<file path="config.mk">
export PLATFORM = sky130hd
export DESIGN_NAME = sprite_bouncer_flat
export DESIGN_NICKNAME = d
export VERILOG_FILES = /design/src/rtl/sprite_bouncer_if.sv /design/src/rtl/sprite_bouncer.sv /design/src/flat_wrapper.sv
export SDC_FILE = /design/constraint.sdc
export NUM_CORES = 1
export LEC_CHECK = 0
export BUFFER_PORTS_ARGS = -buffer_cell sky130_fd_sc_hd__buf_2
export CORE_UTILIZATION = 35
export DETAILED_ROUTE_END_ITERATION = 10
export GPL_ROUTABILITY_DRIVEN = 0
export SYNTH_ARGS = -nofsm -noshare
export SYNTH_HDL_FRONTEND = slang
export SYNTH_SLANG_ARGS = --single-unit
</file>
<file path="constraint.sdc">
create_clock -name clk -period 1.92 [get_ports clk]
set_input_delay 0.096 -clock clk [delete_from_list [all_inputs] [get_ports clk]]
set_output_delay 0.096 -clock clk [all_outputs]
set_load 0.1 [all_outputs]
</file>
<file path="src/rtl/sprite_bouncer_if.sv">
// Sprite bouncer pixel/control bundle.
// Purpose : carries the vga_adapter pixel signals plus the bouncer's control
//           and status lines between the animator and its environment.
// Signals : enable, colour_in        - environment -> bouncer
//           x, y, colour, plot       - bouncer -> vga_adapter
//           busy, bounce_x, bounce_y - bouncer status
// Modports: master = bouncer side, slave = environment/adapter side.
interface sprite_bouncer_if #(
    parameter int unsigned XW = 8,
    parameter int unsigned YW = 7,
    parameter int unsigned CW = 3
);
    logic          enable;
    logic [CW-1:0] colour_in;
    logic [XW-1:0] x;
    logic [YW-1:0] y;
    logic [CW-1:0] colour;
    logic          plot;
    logic          busy;
    logic          bounce_x;
    logic          bounce_y;

    modport master (
        input  enable, colour_in,
        output x, y, colour, plot, busy, bounce_x, bounce_y
    );

    modport slave (
        output enable, colour_in,
        input  x, y, colour, plot, busy, bounce_x, bounce_y
    );
endinterface

</file>
<file path="src/rtl/sprite_bouncer.sv">
// Bouncing-sprite animator for the vga_adapter pixel port.
// Purpose : once per frame tick, erase the solid sprite, move it by STEP with
//           edge reflection/clamping, then redraw it.
// Ports   : clk    - system clock
//           resetn - asynchronous active-low reset
//           bus    - sprite_bouncer_if.master (enable, colour_in in;
//                    x, y, colour, plot, busy, bounce_x, bounce_y out)
// Macro   : BOUNCER_ERASE_EN - when defined, the old sprite is erased before
//           each move; otherwise the sprite leaves a trail.
module sprite_bouncer #(
    parameter int unsigned SCREEN_W  = 160,
    parameter int unsigned SCREEN_H  = 120,
    parameter int unsigned XW        = 8,
    parameter int unsigned YW        = 7,
    parameter int unsigned CW        = 3,
    parameter int unsigned BOX_W     = 4,
    parameter int unsigned BOX_H     = 4,
    parameter int unsigned STEP      = 1,
    parameter int unsigned FRAME_DIV = 833333
) (
    input  logic             clk,
    input  logic             resetn,
    sprite_bouncer_if.master bus
);
    localparam int unsigned     FCW     = (FRAME_DIV > 1) ? $clog2(FRAME_DIV) : 1;
    localparam logic [XW:0]     STEP_X  = (XW+1)'(STEP);
    localparam logic [YW:0]     STEP_Y  = (YW+1)'(STEP);
    localparam logic [XW:0]     MAX_X   = (XW+1)'(SCREEN_W - BOX_W);
    localparam logic [YW:0]     MAX_Y   = (YW+1)'(SCREEN_H - BOX_H);
    localparam logic [XW-1:0]   CX_LAST = XW'(BOX_W - 1);
    localparam logic [YW-1:0]   CY_LAST = YW'(BOX_H - 1);
    localparam logic [FCW-1:0]  FC_LAST = FCW'(FRAME_DIV - 1);

`ifdef BOUNCER_ERASE_EN
    typedef enum logic [1:0] {IDLE = 2'd0, ERASE = 2'd1, MOVE = 2'd2, DRAW = 2'd3} state_t;
`else
    typedef enum logic [1:0] {IDLE = 2'd0, MOVE = 2'd2, DRAW = 2'd3} state_t;
`endif

    state_t          r_state;
    logic [XW-1:0]   r_pos_x;
    logic [YW-1:0]   r_pos_y;
    logic            r_dir_x;
    logic            r_dir_y;
    logic [XW-1:0]   r_cx;
    logic [YW-1:0]   r_cy;
    logic [FCW-1:0]  r_fcnt;

    logic            w_tick;
    logic [XW:0]     w_px_ext, w_fwd_x, w_nxt_x;
    logic [YW:0]     w_py_ext, w_fwd_y, w_nxt_y;
    logic            w_hit_x, w_hit_y;
    logic            w_row_end, w_last_px;
    logic            w_erase, w_plot;

    // Free-running frame divider; ticks landing outside IDLE are simply lost.
    always_ff @(posedge clk or negedge resetn) begin
        if (!resetn)               r_fcnt <= '0;
        else if (r_fcnt == FC_LAST) r_fcnt <= '0;
        else                       r_fcnt <= r_fcnt + FCW'(1);
    end

    assign w_tick = (r_fcnt == FC_LAST);

    // Reflection/clamp per axis, one bit wider so pos+STEP cannot wrap.
    assign w_px_ext = {1'b0, r_pos_x};
    assign w_fwd_x  = w_px_ext + STEP_X;
    assign w_hit_x  = r_dir_x ? (w_fwd_x >= MAX_X) : (w_px_ext <= STEP_X);
    assign w_nxt_x  = r_dir_x ? (w_hit_x ? MAX_X : w_fwd_x)
                              : (w_hit_x ? '0 : (w_px_ext - STEP_X));

    assign w_py_ext = {1'b0, r_pos_y};
    assign w_fwd_y  = w_py_ext + STEP_Y;
    assign w_hit_y  = r_dir_y ? (w_fwd_y >= MAX_Y) : (w_py_ext <= STEP_Y);
    assign w_nxt_y  = r_dir_y ? (w_hit_y ? MAX_Y : w_fwd_y)
                              : (w_hit_y ? '0 : (w_py_ext - STEP_Y));

    assign w_row_end = (r_cx == CX_LAST);
    assign w_last_px = w_row_end && (r_cy == CY_LAST);

    // Sequencer: scan counters are always left at zero outside ERASE/DRAW.
    always_ff @(posedge clk or negedge resetn) begin
        if (!resetn) begin
            r_state <= IDLE;
            r_pos_x <= '0;
            r_pos_y <= '0;
            r_dir_x <= 1'b1;
            r_dir_y <= 1'b1;
            r_cx    <= '0;
            r_cy    <= '0;
        end else begin
            case (r_state)
                IDLE: begin
                    if (w_tick && bus.enable) begin
`ifdef BOUNCER_ERASE_EN
                        r_state <= ERASE;
`else
                        r_state <= MOVE;
`endif
                    end
                end
`ifdef BOUNCER_ERASE_EN
                ERASE: begin
                    if (w_row_end) begin
                        r_cx <= '0;
                        r_cy <= w_last_px ? '0 : (r_cy + YW'(1));
                    end else begin
                        r_cx <= r_cx + XW'(1);
                    end
                    if (w_last_px) r_state <= MOVE;
                end
`endif
                MOVE: begin
                    r_pos_x <= XW'(w_nxt_x);
                    r_pos_y <= YW'(w_nxt_y);
                    // A hit always reverses direction: forward->0, backward->1.
                    if (w_hit_x) r_dir_x <= ~r_dir_x;
                    if (w_hit_y) r_dir_y <= ~r_dir_y;
                    r_state <= DRAW;
                end
                DRAW: begin
                    if (w_row_end) begin
                        r_cx <= '0;
                        r_cy <= w_last_px ? '0 : (r_cy + YW'(1));
                    end else begin
                        r_cx <= r_cx + XW'(1);
                    end
                    if (w_last_px) r_state <= IDLE;
                end
                default: r_state <= IDLE;
            endcase
        end
    end

`ifdef BOUNCER_ERASE_EN
    assign w_erase = (r_state == ERASE);
`else
    assign w_erase = 1'b0;
`endif
    assign w_plot = w_erase || (r_state == DRAW);

    // Moore outputs decoded straight from the registers.
    assign bus.x        = w_plot ? (r_pos_x + r_cx) : r_pos_x;
    assign bus.y        = w_plot ? (r_pos_y + r_cy) : r_pos_y;
    assign bus.colour   = (r_state == DRAW) ? bus.colour_in : '0;
    assign bus.plot     = w_plot;
    assign bus.busy     = (r_state != IDLE);
    assign bus.bounce_x = (r_state == MOVE) && w_hit_x;
    assign bus.bounce_y = (r_state == MOVE) && w_hit_y;
endmodule

</file>
<file path="src/flat_wrapper.sv">
// flat-port wrapper written by rule: the top's interface ports become plain ports
module sprite_bouncer_flat 
#(
    parameter int unsigned SCREEN_W  = 160,
    parameter int unsigned SCREEN_H  = 120,
    parameter int unsigned XW        = 8,
    parameter int unsigned YW        = 7,
    parameter int unsigned CW        = 3,
    parameter int unsigned BOX_W     = 4,
    parameter int unsigned BOX_H     = 4,
    parameter int unsigned STEP      = 1,
    parameter int unsigned FRAME_DIV = 833333
)
  (clk, resetn, bus_enable, bus_colour_in, bus_x, bus_y, bus_colour, bus_plot, bus_busy, bus_bounce_x, bus_bounce_y);
  sprite_bouncer_if #(.XW(XW), .YW(YW), .CW(CW)) bus_i ();
  input  logic clk;
  input  logic resetn;
  input wire logic [$bits(bus_i.enable)-1:0] bus_enable;
  input wire logic [$bits(bus_i.colour_in)-1:0] bus_colour_in;
  output wire logic [$bits(bus_i.x)-1:0] bus_x;
  output wire logic [$bits(bus_i.y)-1:0] bus_y;
  output wire logic [$bits(bus_i.colour)-1:0] bus_colour;
  output wire logic [$bits(bus_i.plot)-1:0] bus_plot;
  output wire logic [$bits(bus_i.busy)-1:0] bus_busy;
  output wire logic [$bits(bus_i.bounce_x)-1:0] bus_bounce_x;
  output wire logic [$bits(bus_i.bounce_y)-1:0] bus_bounce_y;
  assign bus_i.enable = bus_enable;
  assign bus_i.colour_in = bus_colour_in;
  assign bus_x = bus_i.x;
  assign bus_y = bus_i.y;
  assign bus_colour = bus_i.colour;
  assign bus_plot = bus_i.plot;
  assign bus_busy = bus_i.busy;
  assign bus_bounce_x = bus_i.bounce_x;
  assign bus_bounce_y = bus_i.bounce_y;
  sprite_bouncer #(.SCREEN_W(SCREEN_W), .SCREEN_H(SCREEN_H), .XW(XW), .YW(YW), .CW(CW), .BOX_W(BOX_W), .BOX_H(BOX_H), .STEP(STEP), .FRAME_DIV(FRAME_DIV)) u_core (.clk(clk), .resetn(resetn), .bus(bus_i));
endmodule
</file>
# After elaboration in Yosys (flattened, before gate mapping)

Index checks and enable logic that the tools add are counted.

Register bits after elaboration: 54
Latch bits: 0
Memory bits (writable): 0
ROM bits: 0
Input bits: 6
Output and inout port bits: 22
Memories: 0

Add/subtract/negate cells: 9
$mul: 0
Div/mod/pow operators: 0
Magnitude comparators: 4
Equal/unequal tests: 7
Shift-type cells: 0
Muxes and demuxes: 17
Bitwise gates (word level): 2
Reductions and logical operators: 10

Operator list:

| operator                | number |
|---|---|
| $mux W8                 | 5 |
| $mux W7                 | 5 |
| $add A20 B1 Y20 const B | 1 |
| $eq A20 B20 Y1 const B  | 1 |
| $mux W20                | 1 |
| $add A8 B1 Y9 const B   | 1 |
| $ge A9 B8 Y1 const B    | 1 |
| $add A7 B1 Y8 const B   | 1 |
| $add A8 B1 Y8 const B   | 1 |
| $add A8 B8 Y8           | 1 |
| $eq A8 B2 Y1 const B    | 1 |
| $ge A8 B7 Y1 const B    | 1 |
| $le A8 B1 Y1 const B    | 1 |
| $reduce_and A2 Y1       | 4 |
| $sub A8 B1 Y8 const B   | 1 |
| $add A7 B1 Y7 const B   | 1 |
| $add A7 B7 Y7           | 1 |
| $eq A7 B2 Y1 const B    | 1 |
| $le A7 B1 Y1 const B    | 1 |
| $sub A7 B1 Y7 const B   | 1 |
| $pmux W2 S3             | 1 |
| $eq A2 B2 Y1 const B    | 2 |
| $logic_and A1 B1 Y1     | 4 |
| $mux W2                 | 2 |
| other kinds (6)         | 9 |

# Depth between registers and ports, before layout

Gate-level depths: netlist of the first run.

Word-level depth: 5
Depth in mapped cells: 8

# Worst setup path before layout of the first run

No wires, ideal clock.

Path kind: reg2out
Start: reg u_core.r_state[0]
End: out bus_x[0]
Data arrival time: 3.802 ns
Data required time: 1.824 ns
Path slack: -1.978 ns
Stages on the path, launching flop included: 6
Cell sequence: dfrtp_1 nand2_1 buf_2 clkinv_1 clkbuf_1 o21ai_0

Word-level cells in the longest chain between the ends: 2

RTL lines:

| what                     | RTL line              | text |
|---|---|---|
| start: declaration       | sprite_bouncer.sv:40  | `state_t r_state;` |
| start signal: assignment | sprite_bouncer.sv:84  | `r_state <= IDLE;` |
| start signal: assignment | sprite_bouncer.sv:98  | `r_state <= MOVE;` |
| start signal: assignment | sprite_bouncer.sv:119 | `r_state <= DRAW;` |
| $eq A2 B2 Y1             | sprite_bouncer.sv:140 | `assign w_plot = w_erase \|\| (r_state == DRAW);` |
| net bus_plot             | flat_wrapper.sv:23    | `output wire logic [$bits(bus_i.plot)-1:0] bus_plot;` |
| $mux W8                  | sprite_bouncer.sv:143 | `assign bus.x = w_plot ? (r_pos_x + r_cx) : r_pos_x;` |
| end: declaration         | flat_wrapper.sv:20    | `output wire logic [$bits(bus_i.x)-1:0] bus_x;` |

The timed path passes the listed nets, and every way through them passes these cells.

# Final worst setup path of the first run

Start: reg u_core.r_cy[0]
End: out bus_y[6]

Word-level cells in the longest chain between the ends: 2

RTL lines:

| what                     | RTL line              | text |
|---|---|---|
| start: declaration       | sprite_bouncer.sv:46  | `logic [YW-1:0] r_cy;` |
| start signal: assignment | sprite_bouncer.sv:124 | `r_cy <= w_last_px ? '0 : (r_cy + YW'(1));` |
| $add A7 B7 Y7            | sprite_bouncer.sv:144 | `assign bus.y = w_plot ? (r_pos_y + r_cy) : r_pos_y;` |
| $mux W7                  | sprite_bouncer.sv:144 |  |
| end: declaration         | flat_wrapper.sv:21    | `output wire logic [$bits(bus_i.y)-1:0] bus_y;` |

No other way between the ends.

==> results of run 1 <==
## area by class of cell
| type | instances | share of cell area, % |
|---|---|---|
| timing repair buffer | 133 | 20.3 |
| sequential | 54 | 21.4 |
| tap | 143 | 2.82 |
| clock buffer | 6 | 2.19 |
| multi-input combinational | 382 | 51.4 |
| clock inverter | 2 | 0.276 |
| inverter | 27 | 1.64 |
## worst register-to-register path, stage by stage (launching register included)
cell,delay [ns]
dfrtp_1,0.42
buf_4,0.15
or4_4,0.54
buf_6,0.14
nor4_4,0.19
nand4_1,0.18
o311ai_1,0.13
o221a_1,0.22
## synth_stat cells (2+ instances only)
cell type / n
a21boi_0: 2
a22oi_1: 2
fa_1: 2
nand3_1: 20
nor4_4: 2
nor3b_1: 3
nor2_1: 44
nand4b_1: 2
nand4_1: 15
o311ai_0: 2
nand3b_1: 4
nor3_2: 2
and4_1: 3
buf_6: 2
nor4b_1: 2
nor4_1: 6
dfrtp_1: 52
xnor2_1: 20
nand2_1: 42
dfstp_2: 2
a21o_1: 7
and3_1: 14
nor2b_1: 4
nor4_2: 2
and2_1: 3
clkbuf_1: 9
ha_1: 23
inv_1: 26
o21a_1: 2
a221oi_1: 2
nor3_1: 17
xor2_1: 14
a31o_2: 5
a31oi_1: 12
o21ai_0: 34
a21oi_1: 25
buf_2: 7
o22ai_1: 2
o221ai_1: 3
or3_1: 4
o31ai_1: 3
## final timing paths
kind,startpoint,endpoint,slack (ns),depth (start not counted)
max in group asynchronous,resetn,u_core.r_dir_y,0.96,3
worst max-delay path,u_core.r_cy[0],bus_y[6],-0.54,9
worst min register to register,u_core.r_fcnt[17],u_core.r_fcnt[17],0.51,1
min in group asynchronous,resetn,u_core.r_cx[7],0.33,2
worst min-delay path,bus_enable,u_core.r_state[1],0.05,2
worst max register to register,u_core.r_pos_x[5],u_core.r_pos_x[7],-0.10,7
## per-layer routing
| layer | global-route usage [%] | vias to the layer above | share of wire (%) |
|---|---|---|---|
| li1 | - | 2015 | - |
| met5 | 0 | - | 0 |
| met1 | 25.4 | 2018 | 45 |
| met2 | 34.0 | 126 | 49 |
| met3 | 3.34 | 26 | 4.5 |
| met4 | 6.13 | 0 | 2.0 |
## cell usage in the layout (no fill, tap or decap), types with 15 or more instances in the layout
cell | synthesis | routed
dfrtp_1 | 52 | 48
xnor2_1 | 20 | 17
nand4_1 | 15 | 15
buf_4 | 0 | 83
nand2_1 | 42 | 41
nand3_1 | 20 | 15
buf_6 | 2 | 19
inv_1 | 26 | 20
a21oi_1 | 25 | 18
nor2_1 | 44 | 40
buf_12 | 0 | 19
## per-stage QoR
stage	util (%)	setup WS, ns	hold WS (ns)	area [um^2]
6_report	55.3	-0.536	0.0466	6340
5_1_grt	55.3	-0.622	0.0338	6340
4_1_cts	53.4	-0.493	0.0405	6120
3_5_place_dp	48.0	-0.284	0.109	5500
3_3_place_gp	48.0	-0.273	0.113	5500
2_1_floorplan	-	-0.419	-0.200	4390
## repair_timing
action	4_1_cts	5_1_grt
hold buffers	1	0
gates cloned	0	1
setup buffers	17	8
pin swaps	30	25
setup endpoints to repair	28	34
resized for setup	83	46
hold endpoints to repair	19	0
## power groups by stage
stage	registers (W)	logic, W	clock network [W]
final	0.00114	0.0000333	0.000953
after CTS	0.00114	0.0000356	0.000985
after global placement	0.00116	0.0000337	0
after global routing	0.00114	0.0000391	0.00103
after floorplan	0.00116	0.0000000135	0
after detailed placement	0.00116	0.0000337	0
## cell families (layout without fill, tap and decap cells)
| kind of cell | Yosys count | in the layout |
|---|---|---|
| mux | 2 | 2 |
| compound gates | 124 | 124 |
| simple gates | 197 | 197 |
| buf+inv | 48 | 168 |
| flops | 54 | 54 |
| fa+ha+maj | 25 | 25 |
| xor+xnor | 34 | 34 |
## sequential cells by signal (all words and copies together) (netlist names)
| register | flops |
|---|---|
| u_core.r_dir_x | 1 |
| u_core.r_pos_y | 7 |
| u_core.r_fcnt | 20 |
| u_core.r_cy | 7 |
| u_core.r_dir_y | 1 |
| u_core.r_pos_x | 8 |
| u_core.r_state | 2 |
| u_core.r_cx | 8 |
==> impl_metrics.tcl, run 1 <==
set metrics [dict create \
    status "finished with violations" \
    violations "setup timing" \
    clk_latency_ns 0.29 \
    portBuffers 27 \
    crit_chain "ha_2 -> inv_2 -> fa_2 -> nor2b_2 -> o31a_1 -> o2111a_1 -> nor3_4 -> xnor2_4 -> buf_12" \
    crit_fanout 3 \
    synth_nets 515 \
    setup_viol 19 \
    dp_cells 719 \
    ir_drop_v 0.000415 \
    path_class "flip-flop to output port" \
    fillerInstances 990 \
    synth_xor_area_share_pct 7.17 \
    pin_count 28 \
    via_per_inst 5.60 \
    synth_compound_area_share_pct 20.8 \
    yosysTopAreaCell "dfrtp_1" \
    slowest_stage "dfrtp_1" \
    clockRootBuffer "clkbuf_16" \
    fmax_mhz 407 \
    antenna_left 0 \
    regArea_um2 1360 \
    drt_iter0_drc 212 \
    p_clk_share_pct 44.9 \
    slowest_delay_ns 0.39 \
    p_per_area_nw_per_um2 335 \
    drv_slew 0 \
    synthArstFlopShare_pct 100 \
    synth-simple-area-share_pct 25.7 \
    finClkSkew_ns 0.00726 \
    cap_violations 0 \
    wl_mm 12.1 \
    num_vias 4185 \
    leakage_nw 2.72 \
    synth_edf_count 0 \
    min_path_type "input port to flip-flop" \
    drive_gt1_share_pct 43.2 \
    seq_area_frac_synth_pct 32.6 \
    comb_power_share_pct 1.6 \
    post-route-drc-count 0 \
    wl_per_cell_um 16.2 \
    cp.required_ns 1.82 \
    synth_ff_type "dfrtp_1" \
    grt_pass1_wl_mm 20.1 \
    timing.final.ws_setup_ns -0.536 \
    p_int_w 0.00167 \
    cp_num_buf_inv 2 \
    worst_slew_pin_slew_ns 0.533 \
    endpoint_kind "output port" \
    yosys.cell_types.count 78 \
    start_util_pct 36.2 \
    rsz0062_at_grt "true" \
    numCtsBuffers 5 \
    ys_warn_count 0 \
    grt_pass1_vias 4230 \
    rows 39 \
    die_w_um 111 \
    fin_setup_tns_ns -3.82 \
    grt_usage_pct 19.8 \
    grt_max_degree 35 \
    critPathArrivalTime_ns 2.36 \
    swShare_pct 21.3 \
    dieArea_um2 12300 \
    fin_crit_sh_pct 128 \
    synth_area_um2 4150 \
    htreeDepth 2 \
    total_power_w 0.00212 \
    stdcell_count 747 \
    antenna_found_initial 0 \
    syn2layout_area_growth_pct 52.8 \
    yosys-top-cells-area "dfrtp_1 (31%), ha_1 (6.9%), xnor2_1 (4.2%)" \
    n_antenna_cell 0 \
    multiInputGateArea_um2 3260 \
    dr.pass1.iters 5 \
    avgSynthCellArea_um2 8.58 \
    die_h_um 111 \
    ys_ff_latch 54 \
    synth_top_family_by_area "simple AND/OR/NAND/NOR gates" \
    dp_hpwl_mm 8.34 \
    synthCells 484 \
    synth_top_area_share_pct 31.3 \
    power_switching_w 0.000453 \
    cp-start-kind "flip-flop" \
    seqPwrFrac_pct 53.5 \
    cts_sinks 54 \
    tritoncts "yes" \
    synthAdderAreaFrac_pct 7.90 \
    synthMuxAreaShare_pct 0.512 \
    nets 634 \
    coreArea_um2 11500 \
    cp_top_family "compound AO/OA/AOI/OAI gates" \
    cts_max_path_buffers 2 \
    final_hold_viol_count 0 \
    slew_headroom_pct 64.5 \
    grt_overflow 0 \
    clk_pin_slew_ns 0.07 \
    finalCriticalPeriod_ns 2.46 \
]
(Power assumes the default switching activity.)
==> inputs of run 2 (changes only) <==
Settings changed: CORE_MARGIN from default to 1.5, GPL_TIMING_DRIVEN from default to 0, SETUP_SLACK_MARGIN from default to 0.02.
==> impl_metrics.tcl, run 2 (synthesis results as in run 1) <==
set metrics [dict create \
    finClkSkew_ns 0.0108 \
    wl_mm 11.7 \
    reg2reg_from "u_core.r_pos_x[1]" \
    tritoncts "yes" \
    layout_common_cells "nand2_1 (42), buf_4 (42), nor2_1 (40), dfrtp_1 (40), buf_6 (22)" \
    min_path_type "input port to flip-flop" \
    dp_hpwl_mm 7.65 \
    slew_headroom_pct 50.0 \
    p_per_area_nw_per_um2 348 \
    cts_sinks 54 \
    drive_gt1_share_pct 38.4 \
    regArea_um2 1370 \
    antenna_found_initial 0 \
    multiInputGateArea_um2 3150 \
    fmax_mhz 393 \
    clockRootBuffer "clkbuf_16" \
    setup_viol 22 \
    grt_usage_pct 18.2 \
    cp.required_ns 1.82 \
    critPathArrivalTime_ns 2.45 \
    grt_max_degree 55 \
    grt_overflow 0 \
    fillerInstances 1007 \
    ir_drop_v 0.000366 \
    finalCriticalPeriod_ns 2.54 \
    final_hold_viol_count 0 \
    die_w_um 112 \
    path_class "flip-flop to output port" \
    violations "DRC, setup timing" \
    largest_register_ffs 20 \
    pin_count 28 \
    portBuffers 27 \
    hold_start "bus_enable" \
    nets 604 \
    htreeDepth 2 \
    crit_start "u_core.r_pos_y[0]" \
    clk_pin_slew_ns 0.08 \
    antenna_left 0 \
    endpoint_kind "output port" \
    drv_slew 0 \
    post-route-drc-count 2 \
    rsz0062_at_grt "true" \
    clk_latency_ns 0.30 \
    num_vias 4067 \
    grt_pass1_vias 3775 \
    n_antenna_cell 0 \
    dieArea_um2 12500 \
    drt_iter0_drc 265 \
    cts_max_path_buffers 2 \
    largest_register "u_core.r_fcnt" \
    status "finished with violations" \
    cap_violations 0 \
    via_per_inst 5.68 \
    start_util_pct 36.0 \
    grt_pass1_wl_mm 18.5 \
    reg.largest.list "u_core.r_fcnt: 20 flops, u_core.r_cx: 8 flops, u_core.r_pos_x: 8 flops" \
    leakage_nw 2.52 \
    final_area_um2 5970 \
    wl_per_cell_um 16.3 \
    crit_fanout 4 \
    dr.pass1.iters 8 \
    cp-start-kind "flip-flop" \
    timing.final.ws_setup_ns -0.622 \
    syn2layout_area_growth_pct 43.8 \
    fin_setup_tns_ns -5.38 \
    fin_crit_sh_pct 132 \
    worst_slew_pin_slew_ns 0.750 \
    rows 39 \
    coreArea_um2 11500 \
    postPlaceCellArea_um2 4710 \
    numCtsBuffers 5 \
    die_h_um 112 \
]
run 2: where the power goes:
group	total, W	leakage (nW)	switching, W	internal, W
sequential	0.00114	0.714	0	0.00114
clock	0.000910	0.0619	0.000432	0.000477
combinational	0.0000297	1.74	0.0000243	0.00000543
total	0.00208	2.52	0.000457	0.00162
run 2: worst max-delay path: stages, from the launching register on:
cell and delay (ns):
dfrtp_2 0.46, ha_4 0.18, inv_2 0.05, fa_2 0.23
nor2b_4 0.05, o31a_1 0.27, o2111a_1 0.28, nor3_4 0.28
xnor2_4 0.16, buf_12 0.19
run 2: per-layer routing:
| metal | global-route usage (%) | vias to the layer above | routed length (um) |
|---|---|---|---|
| li1 | - | 1957 | - |
| met1 | 25.5 | 1962 | 5400 |
| met2 | 29.2 | 131 | 5360 |
| met3 | 2.45 | 17 | 679 |
| met4 | 5.47 | 0 | 219 |
| met5 | 0 | - | 0 |
run 2: per-stage QoR:
| step | cells | total power [W] | setup WS, ns | util, % | hold WS (ns) |
|---|---|---|---|---|---|
| 2_1_floorplan | 484 | 0.00116 | -0.419 | - | -0.200 |
| 3_3_place_gp | 654 | 0.00119 | -0.699 | 40.9 | 0.343 |
| 3_5_place_dp | 654 | 0.00119 | -0.705 | 40.9 | 0.344 |
| 4_1_cts | 685 | 0.00210 | -0.612 | 48.0 | 0.0364 |
| 5_1_grt | 716 | 0.00216 | -0.691 | 51.8 | 0.0332 |
| 6_report | 716 | 0.00208 | -0.622 | 51.8 | 0.0413 |
run 2: layout make-up:
class	instances	share of cell area, %
clock buffer	5	2.10
clock inverter	2	0.252
buffer	19	2.37
inverter	27	1.91
tap	143	3.00
timing repair buffer	84	14.6
sequential	54	22.9
multi-input combinational	382	52.8
run 2: repair_timing:
item,CTS,global route
buffers inserted,25,33
endpoints found under the hold margin,0,52
endpoints found under the setup margin,42,45
pin swaps,20,37
gates cloned,0,0
hold buffers,0,1
resized for setup,128,61
run 2: final timing paths:
path                                           to  slack, ns  depth (start not counted)
worst min-delay path            u_core.r_state[1]       0.04                          2
worst min register to register  u_core.r_fcnt[16]       0.51                          1
worst max register to register  u_core.r_pos_x[3]      -0.21                         10
max in group asynchronous       u_core.r_pos_x[4]       0.96                          2
worst max-delay path                     bus_y[6]      -0.62                          9
min in group asynchronous        u_core.r_fcnt[4]       0.41                          2
==> inputs of run 3 (changes only) <==
Clock period 1.92 ns to 2.3 ns, I/O delays scaled along.
==> impl_metrics.tcl, run 3 (synthesis results as in run 1) <==
set metrics [dict create \
    die_h_um 112 \
    min_path_type "input port to flip-flop" \
    cp-start-kind "flip-flop" \
    path_class "flip-flop to output port" \
    final_hold_viol_count 0 \
    drt_iter0_drc 223 \
    multiInputGateArea_um2 2970 \
    rsz0062_at_grt "true" \
    endpoint_kind "output port" \
    cts_sinks 54 \
    mostFrequentLayoutCell "nor2_1" \
    fin_crit_sh_pct 109 \
    fillerInstances 1100 \
    finClkSkew_ns 0.00727 \
    stdcell_count 680 \
    dr.pass1.iters 7 \
    largest_register "u_core.r_fcnt" \
    p_per_area_nw_per_um2 324 \
    syn2layout_area_growth_pct 28.5 \
    htreeDepth 2 \
    grt_overflow 0 \
    reg2reg_from "u_core.r_pos_x[1]" \
    regArea_um2 1370 \
    violations "DRC, setup timing" \
    clk_latency_ns 0.29 \
    slowest_stage "dfrtp_1" \
    dp_hpwl_mm 7.79 \
    leakage_nw 2.25 \
    slowest_delay_ns 0.40 \
    portBuffers 27 \
    ir_drop_v 0.000302 \
    final_area_um2 5330 \
    fmax_mhz 397 \
    drv_slew 0 \
    hold_start "bus_enable" \
    numCtsBuffers 5 \
    wl_mm 11.1 \
    min_delay_path_depth 2 \
    cp.required_ns 2.18 \
    reg.largest.list "u_core.r_fcnt: 20 flops, u_core.r_cx: 8 flops, u_core.r_pos_x: 8 flops" \
    grt_pass1_vias 3656 \
    tritoncts "yes" \
    grt_pass1_wl_mm 18.3 \
    pin_count 28 \
    wl_per_cell_um 16.3 \
    postPlaceCellArea_um2 4640 \
    largest_register_ffs 20 \
    crit_chain "ha_2 -> inv_2 -> fa_2 -> nor2b_2 -> o31a_1 -> o2111a_1 -> nor3_4 -> xnor2_4 -> buf_12" \
    via_per_inst 5.68 \
    rr_worst_depth 8 \
    drive_gt1_share_pct 29.2 \
    start_util_pct 36.0 \
    fin_setup_tns_ns -0.613 \
    status "finished with violations" \
    finalCriticalPeriod_ns 2.52 \
    dp_cells 654 \
    layout_common_cells "nor2_1 (42), nand2_1 (41), dfrtp_1 (41)" \
    post-route-drc-count 4 \
    timing.final.ws_setup_ns -0.217 \
    n_antenna_cell 0 \
    cts_max_path_buffers 2 \
    holdWs_ns 0.0683 \
    hold_end "u_core.r_state[1]" \
    setup_viol 6 \
    timing.rr.end "u_core.r_pos_x[3]" \
    nets 568 \
    clk_pin_slew_ns 0.07 \
    die_w_um 112 \
    slew_headroom_pct 50.6 \
    cap_violations 0 \
    clockRootBuffer "clkbuf_16" \
    worst_slew_pin_slew_ns 0.740 \
    coreArea_um2 11500 \
    grt_max_degree 55 \
    rows 39 \
    antenna_left 0 \
    antenna_found_initial 0 \
    critPathArrivalTime_ns 2.40 \
    rrSetupSlack_ns 0.12 \
    dieArea_um2 12500 \
    grt_usage_pct 17.9 \
    crit_fanout 3 \
    num_vias 3865 \
]
run 3: how the worst max path moves through the flow:
stage	cells after the start	slack, ns	startpoint	endpoint
CTS	9	-0.24	u_core.r_pos_y[0]	bus_y[6]
global placement	8	-0.35	u_core.r_pos_y[1]	bus_y[6]
finish	9	-0.22	u_core.r_pos_y[0]	bus_y[6]
floorplan	5	-0.16	u_core.r_state[0]	bus_x[0]
detailed placement	9	-0.37	u_core.r_pos_x[0]	bus_x[6]
global route	9	-0.31	u_core.r_pos_y[0]	bus_y[6]
run 3: final cells by class:
| cell class | instances | share of cell area [%] |
|---|---|---|
| clock inverter | 2 | 0.281 |
| sequential | 54 | 25.6 |
| buffer | 21 | 2.56 |
| tap | 143 | 3.35 |
| multi-input combinational | 382 | 55.7 |
| inverter | 27 | 1.92 |
| clock buffer | 5 | 2.35 |
| timing repair buffer | 46 | 8.19 |
run 3: per-stage QoR:
| step | power (W) | utilization [%] | setup slack, ns |
|---|---|---|---|
| 2_1_floorplan | 0.000968 | - | -0.164 |
| 3_3_place_gp | 0.000992 | 40.3 | -0.353 |
| 3_5_place_dp | 0.000993 | 40.3 | -0.369 |
| 4_1_cts | 0.00176 | 45.5 | -0.243 |
| 5_1_grt | 0.00180 | 46.3 | -0.307 |
| 6_report | 0.00173 | 46.3 | -0.217 |
run 3: report_power, final:
group	internal (W)	leakage, nW	switching, W	total (W)
clock network	0.000398	0.0619	0.000354	0.000752
registers	0.000949	0.715	0	0.000949
logic	0.00000455	1.47	0.0000203	0.0000249
total	0.00135	2.25	0.000374	0.00173
run 3: critical path, delay by kind of cell, from the launching register on:
family	cells	cell delay, ns
flops	1	0.40
xor+xnor	1	0.16
compound gates	2	0.56
buf+inv	2	0.24
simple gates	2	0.35
fa+ha+maj	2	0.40
run 3: routing by layer:
layer	share of wire, %	up-vias	track usage (%)	wire [um]
li1	-	1888	-	-
met1	49	1878	24.5	5370
met2	47	88	29.8	5170
met3	3.8	11	2.83	420
met4	1.0	0	4.10	111
met5	0	-	0	0
run 3: repair_timing:
action / in CTS / in global routing
setup buffers: 16 / 2
hold buffers: 0 / 1
endpoints found under the hold margin: 0 / 52
endpoints found under the setup margin: 19 / 17
pin swaps: 10 / 13
resized for setup: 81 / 23
